$ cat config.mk
export PLATFORM = sky130hd
export DESIGN_NAME = br_resolve_update
export DESIGN_NICKNAME = d
export VERILOG_FILES = /design/src/rtl/br_resolve_update_pkg.sv /design/src/rtl/br_resolve_update_bp_update_fifo.sv /design/src/rtl/br_resolve_update.sv
export SDC_FILE = /design/constraint.sdc
export NUM_CORES = 1
export LEC_CHECK = 0
export CAP_MARGIN = 40
export CORE_MARGIN = 4
export CORE_UTILIZATION = 40
export CTS_BUF_LIST = sky130_fd_sc_hd__clkbuf_4 sky130_fd_sc_hd__clkbuf_8 sky130_fd_sc_hd__clkbuf_16
export CTS_CLUSTER_DIAMETER = 100
export DETAILED_ROUTE_END_ITERATION = 12
export GPL_TIMING_DRIVEN = 0
export PLACE_DENSITY_LB_ADDON = 0.05
export SYNTH_ARGS = -nofsm -noshare
export SYNTH_HDL_FRONTEND = slang
export SYNTH_SLANG_ARGS = --single-unit
$ cat constraint.sdc
create_clock -name clk -period 6.7 [get_ports clk]
set_clock_uncertainty 0.15 [all_clocks]
set_input_delay 2.01 -clock clk [delete_from_list [all_inputs] [get_ports clk]]
set_output_delay 2.01 -clock clk [all_outputs]
set_load 0.05 [all_outputs]
$ cat src/rtl/br_resolve_update_pkg.sv
// Shared widths and bus layouts for the branch-resolve consumer: the FU response
// bus coming in and the predictor-update record handed to BTB/DP.
package br_resolve_update_pkg;

    localparam int SPEC_STATES   = 4;
    localparam int ROB_INDEX_LEN = 6;

    typedef struct packed {
        logic                     valid;
        logic                     isspec;
        logic                     mispred;
        logic [SPEC_STATES-1:0]   spectag;
        logic [ROB_INDEX_LEN-1:0] robidx;
        logic [63:0]              brtarget;
        logic [63:0]              pc;
        logic [2:0]               fetchpcl;
        logic [1:0]               bindx;
        logic [1:0]               brtype;
        logic                     taken;
        logic [1:0]               dp2bc;
        logic [1:0]               btb2bc;
        logic                     btbhit;
        logic                     btbway;
        logic                     is16bit;
    } fubr_resp_t;

    localparam int FUBR_RESULT_LEN = $bits(fubr_resp_t);

    typedef struct packed {
        logic [63:0] pc;
        logic [2:0]  fetchpcl;
        logic [1:0]  bindx;
        logic [1:0]  brtype;
        logic [63:0] target;
        logic        taken;
        logic [1:0]  dp2bc;
        logic [1:0]  btb2bc;
        logic        btbhit;
        logic        btbway;
        logic        is16bit;
        logic        mispred;
    } bpupd_t;

    localparam int BPUPD_LEN = $bits(bpupd_t);

    // The DP trains on both direction and target, so the mispredict flag rides along.
    function automatic bpupd_t make_update(input fubr_resp_t r);
        bpupd_t u;
        u.pc       = r.pc;
        u.fetchpcl = r.fetchpcl;
        u.bindx    = r.bindx;
        u.brtype   = r.brtype;
        u.target   = r.brtarget;
        u.taken    = r.taken;
        u.dp2bc    = r.dp2bc;
        u.btb2bc   = r.btb2bc;
        u.btbhit   = r.btbhit;
        u.btbway   = r.btbway;
        u.is16bit  = r.is16bit;
        u.mispred  = r.mispred;
        return u;
    endfunction

endpackage

$ cat src/rtl/br_resolve_update_bp_update_fifo.sv
// Predictor-update queue: power-of-two ring buffer with a combinational head so a
// freshly enqueued entry is visible one cycle after it arrives.
module bp_update_fifo #(
    parameter int DEPTH = 4,
    parameter int WIDTH = 8
) (
    input  logic                       clk,
    input  logic                       rst_n,
    input  logic                       clear,
    input  logic                       enq,
    input  logic [WIDTH-1:0]           enq_data,
    input  logic                       deq,
    output logic [WIDTH-1:0]           deq_data,
    output logic [$clog2(DEPTH):0]     count,
    output logic                       full,
    output logic                       empty,
    output logic                       overflow
);
    localparam int AW = $clog2(DEPTH);

    logic [WIDTH-1:0] mem [DEPTH];
    logic [AW-1:0]    wr_ptr_reg;
    logic [AW-1:0]    rd_ptr_reg;
    logic [AW:0]      count_reg;
    logic             do_enq;
    logic             do_deq;

    assign full     = (count_reg == (AW+1)'(DEPTH));
    assign empty    = (count_reg == '0);
    assign count    = count_reg;
    assign do_deq   = deq && !empty;
    // A full queue still takes a new entry when the head leaves in the same cycle.
    assign do_enq   = enq && (!full || do_deq);
    assign overflow = enq && !do_enq;
    assign deq_data = empty ? '0 : mem[rd_ptr_reg];

    always_ff @(posedge clk) begin
        if (do_enq && !clear) begin
            mem[wr_ptr_reg] <= enq_data;
        end
    end

    always_ff @(posedge clk or negedge rst_n) begin
        if (!rst_n) begin
            wr_ptr_reg <= '0;
            rd_ptr_reg <= '0;
            count_reg  <= '0;
        end else if (clear) begin
            wr_ptr_reg <= '0;
            rd_ptr_reg <= '0;
            count_reg  <= '0;
        end else begin
            if (do_enq) wr_ptr_reg <= wr_ptr_reg + AW'(1);
            if (do_deq) rd_ptr_reg <= rd_ptr_reg + AW'(1);
            case ({do_enq, do_deq})
                2'b10:   count_reg <= count_reg + (AW+1)'(1);
                2'b01:   count_reg <= count_reg - (AW+1)'(1);
                default: count_reg <= count_reg;
            endcase
        end
    end

endmodule

$ cat src/rtl/br_resolve_update.sv
// Consumes resolved branches: emits kill/redirect on mispredict, spectag release on
// correct speculation, and queues predictor-training records for BTB/DP.
module br_resolve_update
    import br_resolve_update_pkg::*;
#(
    parameter int UPD_DEPTH = 4
) (
    input  logic                       clk,
    input  logic                       rst_n,
    input  logic                       Flush,
    input  logic [FUBR_RESULT_LEN-1:0] FUBRresp,
    input  logic [SPEC_STATES-1:0]     Spectag_Valid,
    output logic                       Kill_Enable,
    output logic [SPEC_STATES-1:0]     Kill_VKillMask,
    output logic                       Redirect_Valid,
    output logic [63:0]                Redirect_PC,
    output logic [ROB_INDEX_LEN-1:0]   Redirect_ROBIDX,
    output logic [SPEC_STATES-1:0]     Spectag_Free,
    output logic                       BPUpd_Valid,
    input  logic                       BPUpd_Ready,
    output logic [BPUPD_LEN-1:0]       BPUpd_Bus,
    output logic                       BrIssue_Stall,
    output logic [31:0]                Mispred_Count,
    output logic                       UpdOverflow_Err
);
    localparam int CW = $clog2(UPD_DEPTH) + 1;

    fubr_resp_t    resp;
    logic          tag_dead;
    logic          accept;
    logic          do_kill;
    logic          do_redirect;
    logic          do_free;
    logic [CW-1:0] fifo_count;
    logic          fifo_full;
    logic          fifo_empty;
    logic          fifo_overflow;

    assign resp = fubr_resp_t'(FUBRresp);

    // A speculative response whose tag was already killed belongs to a squashed path.
    assign tag_dead    = resp.isspec && (|(resp.spectag & ~Spectag_Valid));
    assign accept      = resp.valid && !Flush && !tag_dead;
    assign do_kill     = accept && resp.isspec && resp.mispred;
    assign do_redirect = accept && resp.mispred;
    assign do_free     = accept && resp.isspec && !resp.mispred;

    bp_update_fifo #(
        .DEPTH (UPD_DEPTH),
        .WIDTH (BPUPD_LEN)
    ) u_fifo (
        .clk      (clk),
        .rst_n    (rst_n),
        .clear    (Flush),
        .enq      (accept),
        .enq_data (make_update(resp)),
        .deq      (BPUpd_Ready),
        .deq_data (BPUpd_Bus),
        .count    (fifo_count),
        .full     (fifo_full),
        .empty    (fifo_empty),
        .overflow (fifo_overflow)
    );

    assign BPUpd_Valid   = !fifo_empty;
    // Leaves room for the branch being issued now plus the one already in flight.
    assign BrIssue_Stall = (fifo_count >= CW'(UPD_DEPTH - 2));

    always_ff @(posedge clk or negedge rst_n) begin
        if (!rst_n) begin
            Kill_Enable     <= 1'b0;
            Kill_VKillMask  <= '0;
            Redirect_Valid  <= 1'b0;
            Redirect_PC     <= '0;
            Redirect_ROBIDX <= '0;
            Spectag_Free    <= '0;
            Mispred_Count   <= '0;
            UpdOverflow_Err <= 1'b0;
        end else begin
            Kill_Enable     <= do_kill;
            Kill_VKillMask  <= do_kill ? resp.spectag : '0;
            Redirect_Valid  <= do_redirect;
            Redirect_PC     <= do_redirect ? resp.brtarget : '0;
            Redirect_ROBIDX <= do_redirect ? resp.robidx : '0;
            Spectag_Free    <= do_free ? resp.spectag : '0;
            if (do_kill && (Mispred_Count != 32'hFFFF_FFFF)) begin
                Mispred_Count <= Mispred_Count + 32'd1;
            end
            if (fifo_overflow && !fifo_full) begin
                UpdOverflow_Err <= UpdOverflow_Err;
            end else if (fifo_overflow) begin
                UpdOverflow_Err <= 1'b1;
            end
        end
    end

endmodule

## Yosys cells after proc, flatten, opt, wreduce, memory -nomap -nowiden

Memories as Yosys holds them, arrays and structs flattened.
Index checks and enable logic that the tools add are counted.

- Muxes and demuxes: 13
- Reduce and logical (&&, ||, !) cells: 26
- Order comparisons: 1
- Bitwise gates (word level): 3
- Equality and inequality tests: 4
- $add $sub $neg: 5

Operators with widths:

| cell | count |
|---|---|
| $mux 144 | 1 |
| $mux 64 | 1 |
| $add 32x1->32 const B | 1 |
| $ne 32x32->1 const B | 1 |
| $logic_and 1x1->1 | 13 |
| $mux 2 | 4 |
| $mux 4 | 2 |
| $logic_not 1->1 | 6 |
| $mux 6 | 1 |
| $pmux 3 s2 | 1 |
| $add 2x1->2 const B | 2 |
| $and 4x4->4 | 1 |
| $not 4->4 | 1 |
| $reduce_bool 2->1 | 2 |
| $reduce_or 4->1 | 1 |
| $add 3x1->3 const B | 1 |
| $eq 3x3->1 const B | 1 |
| $ge 3x2->1 const B | 1 |
| $logic_not 3->1 | 1 |
| $mux 3 | 1 |
| $reduce_bool 3->1 | 1 |
| $sub 3x1->3 const B | 1 |
| $eq 2x1->1 const B | 1 |
| $eq 2x2->1 const B | 1 |
| other kinds (4) | 5 |

- Logic and storage cells: 64
- Input port bits: 164
- Memories: 1
- Memory bits (writable): 576
- Register bits: 120

Memory list:

| name | depth | width | read ports | clocked after memory_dff | wr ports | RTL line | RTL |
|---|---|---|---|---|---|---|---|
| u_fifo.mem | 4 | 144 | 1 | 0 | 1 | br_resolve_update_bp_update_fifo.sv:21 | `logic [WIDTH-1:0] mem [DEPTH];` |

## Longest topological paths before layout

- Depth after elaboration: 12
- Gate-level depth with buffers: 8
- Gate-level depth less buffers: 8

## By module

Synthesis repeated with hierarchy kept, for this count alone.

- Cells, all modules: 1331
- Area total of the unflattened synthesis: 26694.4 µm²

Modules (own cells, without submodules):

| module | area each (µm²) | cells an instance | instances | sequential area each (µm²) |
|---|---|---|---|---|
| bp_update_fifo | 22332.7 | 977 | 1 | 17471.8 |
| br_resolve_update | 4361.7 | 354 | 1 | 2827.7 |

## Worst setup path after synthesis

OpenSTA, ideal clock, no wires.

- Kind: input-to-reg
- From: input Spectag_Valid[2]
- To: memory u_fifo.mem[1][0] in the netlist's numbering, enable pin
- Required time: 6029 ps
- Stages on the path: 4
- Arrival time: 5998 ps
- Setup slack: 31 ps
- Path buffers: 0
- Cells stage by stage: nand2b_1 > nand4_1 > a21oi_1 > and2_1

- Cells in the longest elaborated chain, start to end: 10

RTL lines:

| element | RTL line | RTL |
|---|---|---|
| start, declared | br_resolve_update.sv:12 | `input logic [SPEC_STATES-1:0] Spectag_Valid,` |
| $not 4->4 | br_resolve_update.sv:42 | `assign tag_dead = resp.isspec && (\|(resp.spectag & ~Spectag_Valid));` |
| $and 4x4->4 | br_resolve_update.sv:42 |  |
| $reduce_or 4->1 | br_resolve_update.sv:42 |  |
| $logic_and 1x1->1 | br_resolve_update.sv:42 |  |
| $logic_not 1->1 | br_resolve_update.sv:43 | `assign accept = resp.valid && !Flush && !tag_dead;` |
| $logic_and 1x1->1 | br_resolve_update.sv:43 |  |
| $logic_and 1x1->1 | br_resolve_update_bp_update_fifo.sv:33 | `assign do_enq = enq && (!full \|\| do_deq);` |
| $logic_and 1x1->1 | br_resolve_update_bp_update_fifo.sv:38 | `if (do_enq && !clear) begin` |
| $mux 1 | br_resolve_update_bp_update_fifo.sv:38 |  |
| $mux 1 (not written as such) | br_resolve_update_bp_update_fifo.sv:39 | `mem[wr_ptr_reg] <= enq_data;` |
| end, declared | br_resolve_update_bp_update_fifo.sv:21 |  |

No other way between the ends.

## Final worst setup path

- From: register u_fifo.rd_ptr_reg[1]
- To: output BPUpd_Bus[131]

- Cells in the longest elaborated chain, start to end: 2

RTL lines:

| element | RTL line | RTL |
|---|---|---|
| start, declared | br_resolve_update_bp_update_fifo.sv:23 | `logic [AW-1:0] rd_ptr_reg;` |
| start signal, assigned | br_resolve_update_bp_update_fifo.sv:54 | `if (do_deq) rd_ptr_reg <= rd_ptr_reg + AW'(1);` |
| $mem_v2 4x144 | n/a |  |
| $mux 144 | br_resolve_update_bp_update_fifo.sv:35 | `assign deq_data = empty ? '0 : mem[rd_ptr_reg];` |
| end, declared | br_resolve_update.sv:21 | `output logic [BPUPD_LEN-1:0] BPUpd_Bus,` |

No other way between the ends.

==> results.ini <==
[yosys]
synth.area.top_cells=sky130_fd_sc_hd__edfxtp_1 (65%), sky130_fd_sc_hd__mux4_2 (12%), sky130_fd_sc_hd__dfrtp_1 (11%)
synthesis.area_per_instance_um2=20.3
synthesis.yosys.warnings=0
muxShareOfSynthArea_pct=12.5
postSynthCellCount=1301
part_of_the_yosys_area_used_for_sequential_elements_pct=76.8
main_combinational_cell_family_by_area_after_synthesis=multiplexers
async_reset_ff_share_pct=17.2
synth_edf_count=576
yosysUniqueCellTypes=52
synth_nets=1471
xor_xnor_cell_area_share_of_the_yosys_netlist_pct=1.09
yosys_register_bits=696
area_share_of_fa_ha_maj_cells_after_synthesis_pct=0.312
synth_top_flop_cell=sky130_fd_sc_hd__edfxtp_1
synth-compound-area-share_pct=0.336
netlist.area_leader.share_pct=65.4
mappedNetlistArea_um2=26400
synth_top_cell_by_area=sky130_fd_sc_hd__edfxtp_1
synth_simple_gate_area_share_pct=7.92

[grt]
grt_first_pass_wirelength_um=94900
antenna_found_initial=3
first_global_vias=14900
globalRoute.totalOverflow=0
grt_start_max_net_pins=83
total_grt_usage_pct=17.9

[floorplan]
die_area_um2=70300
die_x_um=265
initial_utilization_pct=40.3
fp.dieH_um=265
core_um2=65600
placementRows=94
ioPinCount=423

[timing]
post-route-period-util_pct=92.7
hold_ws_ns=0.314
grt_setup_unrepaired=no
clock.fmax_mhz=161
finalWorstSetupSlack_ns=0.486
setup_viol_count_final=0
drv_slew=0
slew_headroom_pct=46.5
final_hold_viols=0
fin_crit_ns=6.21
worst-slew-pin-transition_ns=0.802

[placed_design]
detailed_place.area_um2=32100
dp_hpwl_um=41800
routabilityCongestion=0.739
numPortBuffers=422
post-place-ws_ns=0.959

[cts]
cts-htree-levels=3
cts.repair_timing.setup_buffer_count=0
clk_pin_slew_worst_paths_ns=0.05
worstSkewPairLatency_ns=0.60
tritoncts_clock_tree=done
cts_inserted_buffers=75
cts_num_sinks=696
post_cts_hold_buffer_count=0
cts-root-to-sink-buffers=3
library_cell_used_as_clock_root_buffer=sky130_fd_sc_hd__clkbuf_16
ctsResizeCount=0

[finish]
registers.top_by_ff_count=u_fifo.mem
layout_common_cells=sky130_fd_sc_hd__edfxtp_1 (576), sky130_fd_sc_hd__clkdlybuf4s50_1 (421), sky130_fd_sc_hd__and2_1 (228)
fill_cells=5285
syn2layout_area_growth_pct=31.3
layout.nets=1987
finalInstanceArea_um2=34700
largest_registers=u_fifo.mem x576, Redirect_PC x64, Mispred_Count x32
fraction_of_final_layout_cells_sized_beyond_drive_strength_1_pct=17.5
largest_register_ff_count=576
most_common_cell_after_layout_fill_and_taps_aside=sky130_fd_sc_hd__edfxtp_1

[power_and_ir_drop]
static-leakage-power_nw=11.9
power_density_nw_per_um2=397
irDropWorstVdd_mv=0.209
power_mw=13.8

[worst_setup_path]
worstPathRequired_ns=4.54
critPathKind=reg2out
arr_time_crit_path_ns=4.05
cp_endpoint_kind=output pin
critical_path.max_fanout=10
worst_setup_path_start_kind=flop

[detailed_routing]
detailroute.via_count=13700
ant_nets=0
drt-pass1-iter-count=4
final_routed_drc_violation_total=0
finalWirelength_um=62700
detail_route.vias_per_cell=5.00
first_iter_violations=697
post_drt_wl_per_cell_um=22.8

[run]
drv_cap=0

[min_path]
worst_hold_path_type=reg2reg

[run_status]
outcome=finished, final reports clean

## kinds of logic (layout without fill, tap and decap cells)
group | Yosys count | count (layout)
adders and majority gates | 6 | 6
DFF | 696 | 696
buffers and inverters | 70 | 647
other | 0 | 2
and+or+nand+nor | 334 | 334
AOI/OAI and AO/OA | 13 | 13
xor gates and xnor gates | 32 | 32
muxes | 150 | 150
## cell type report
class | count | area, um^2 | area share, %
diodes | 2 | 5.00 | 0.0144
plain buffers | 63 | 258 | 0.742
clock buffers | 98 | 2120 | 6.09
clock inverters | 40 | 458 | 1.32
inverters | 7 | 26.3 | 0.0757
multi-input cells | 535 | 5870 | 16.9
flip-flops and latches | 696 | 20300 | 58.5
well taps | 864 | 1080 | 3.11
repair buffers | 439 | 4610 | 13.3
## worst paths after layout
| path | startpoint | to | slack (ns) | depth (start not counted) |
|---|---|---|---|---|
| hold reg to reg | UpdOverflow_Err | UpdOverflow_Err | 0.31 | 2 |
| min in group asynchronous | rst_n | Mispred_Count[14] | 1.16 | 1 |
| hold / removal | UpdOverflow_Err | UpdOverflow_Err | 0.31 | 2 |
| setup reg to reg | u_fifo.count[2] | u_fifo.mem[0][119] | 3.71 | 6 |
| max in group asynchronous | rst_n | Redirect_PC[33] | 4.46 | 2 |
| setup / recovery | u_fifo.rd_ptr_reg[1] | BPUpd_Bus[131] | 0.49 | 6 |
## critical path, stage by stage (launching register included)
cell and delay [ns]:
sky130_fd_sc_hd__dfrtp_1 0.32, sky130_fd_sc_hd__clkbuf_1 0.60, sky130_fd_sc_hd__clkbuf_1 0.63, sky130_fd_sc_hd__buf_1 0.60
sky130_fd_sc_hd__mux4_2 0.40, sky130_fd_sc_hd__and2_1 0.17, sky130_fd_sc_hd__clkdlybuf4s50_1 0.73
## through the flow
step | instances | setup TNS [ns] | util (%)
4_1_cts | 2742 | 0 | 52.9
6_report | 2744 | 0 | 52.9
3_3_place_gp | 2587 | -2414.54 | 48.4
2_1_floorplan | 1301 | 0 | -
3_5_place_dp | 2604 | 0 | 49.0
5_1_grt | 2744 | 0 | 52.9
## power breakdown
group          internal (mW)  switching [mW]
Clock                   2.58            1.65
Sequential              4.81          0.0379
Combinational           1.75            2.96
Total                   9.14            4.65
## metal layers
layer | part of all wire, % | GRT usage [%]
met2 | 50 | 29.9
met4 | 1.9 | 4.87
met1 | 42 | 23.6
met3 | 5.8 | 4.43
met5 | 0.032 | 0
## cell usage after synthesis, types with 2 or more instances
| cell | number |
|---|---|
| sky130_fd_sc_hd__mux2i_1 | 3 |
| sky130_fd_sc_hd__edfxtp_1 | 576 |
| sky130_fd_sc_hd__nor4b_1 | 2 |
| sky130_fd_sc_hd__xnor2_1 | 15 |
| sky130_fd_sc_hd__buf_2 | 17 |
| sky130_fd_sc_hd__and3_1 | 12 |
| sky130_fd_sc_hd__nand3_1 | 10 |
| sky130_fd_sc_hd__and2_1 | 232 |
| sky130_fd_sc_hd__nand2b_1 | 4 |
| sky130_fd_sc_hd__nand2_1 | 15 |
| sky130_fd_sc_hd__mux4_2 | 144 |
| sky130_fd_sc_hd__clkbuf_1 | 43 |
| sky130_fd_sc_hd__inv_1 | 7 |
| sky130_fd_sc_hd__mux2_2 | 3 |
| sky130_fd_sc_hd__a21oi_1 | 4 |
| sky130_fd_sc_hd__nor2_1 | 12 |
| sky130_fd_sc_hd__nand4_1 | 10 |
| sky130_fd_sc_hd__nor4bb_1 | 2 |
| sky130_fd_sc_hd__and4_1 | 4 |
| sky130_fd_sc_hd__nor2b_1 | 2 |
| sky130_fd_sc_hd__buf_1 | 3 |
| sky130_fd_sc_hd__nor3_1 | 12 |
| sky130_fd_sc_hd__or2_2 | 2 |
| sky130_fd_sc_hd__dfrtp_1 | 120 |
| sky130_fd_sc_hd__xor2_1 | 16 |
| sky130_fd_sc_hd__ha_1 | 5 |
Power figures use the tool's default switching activity.
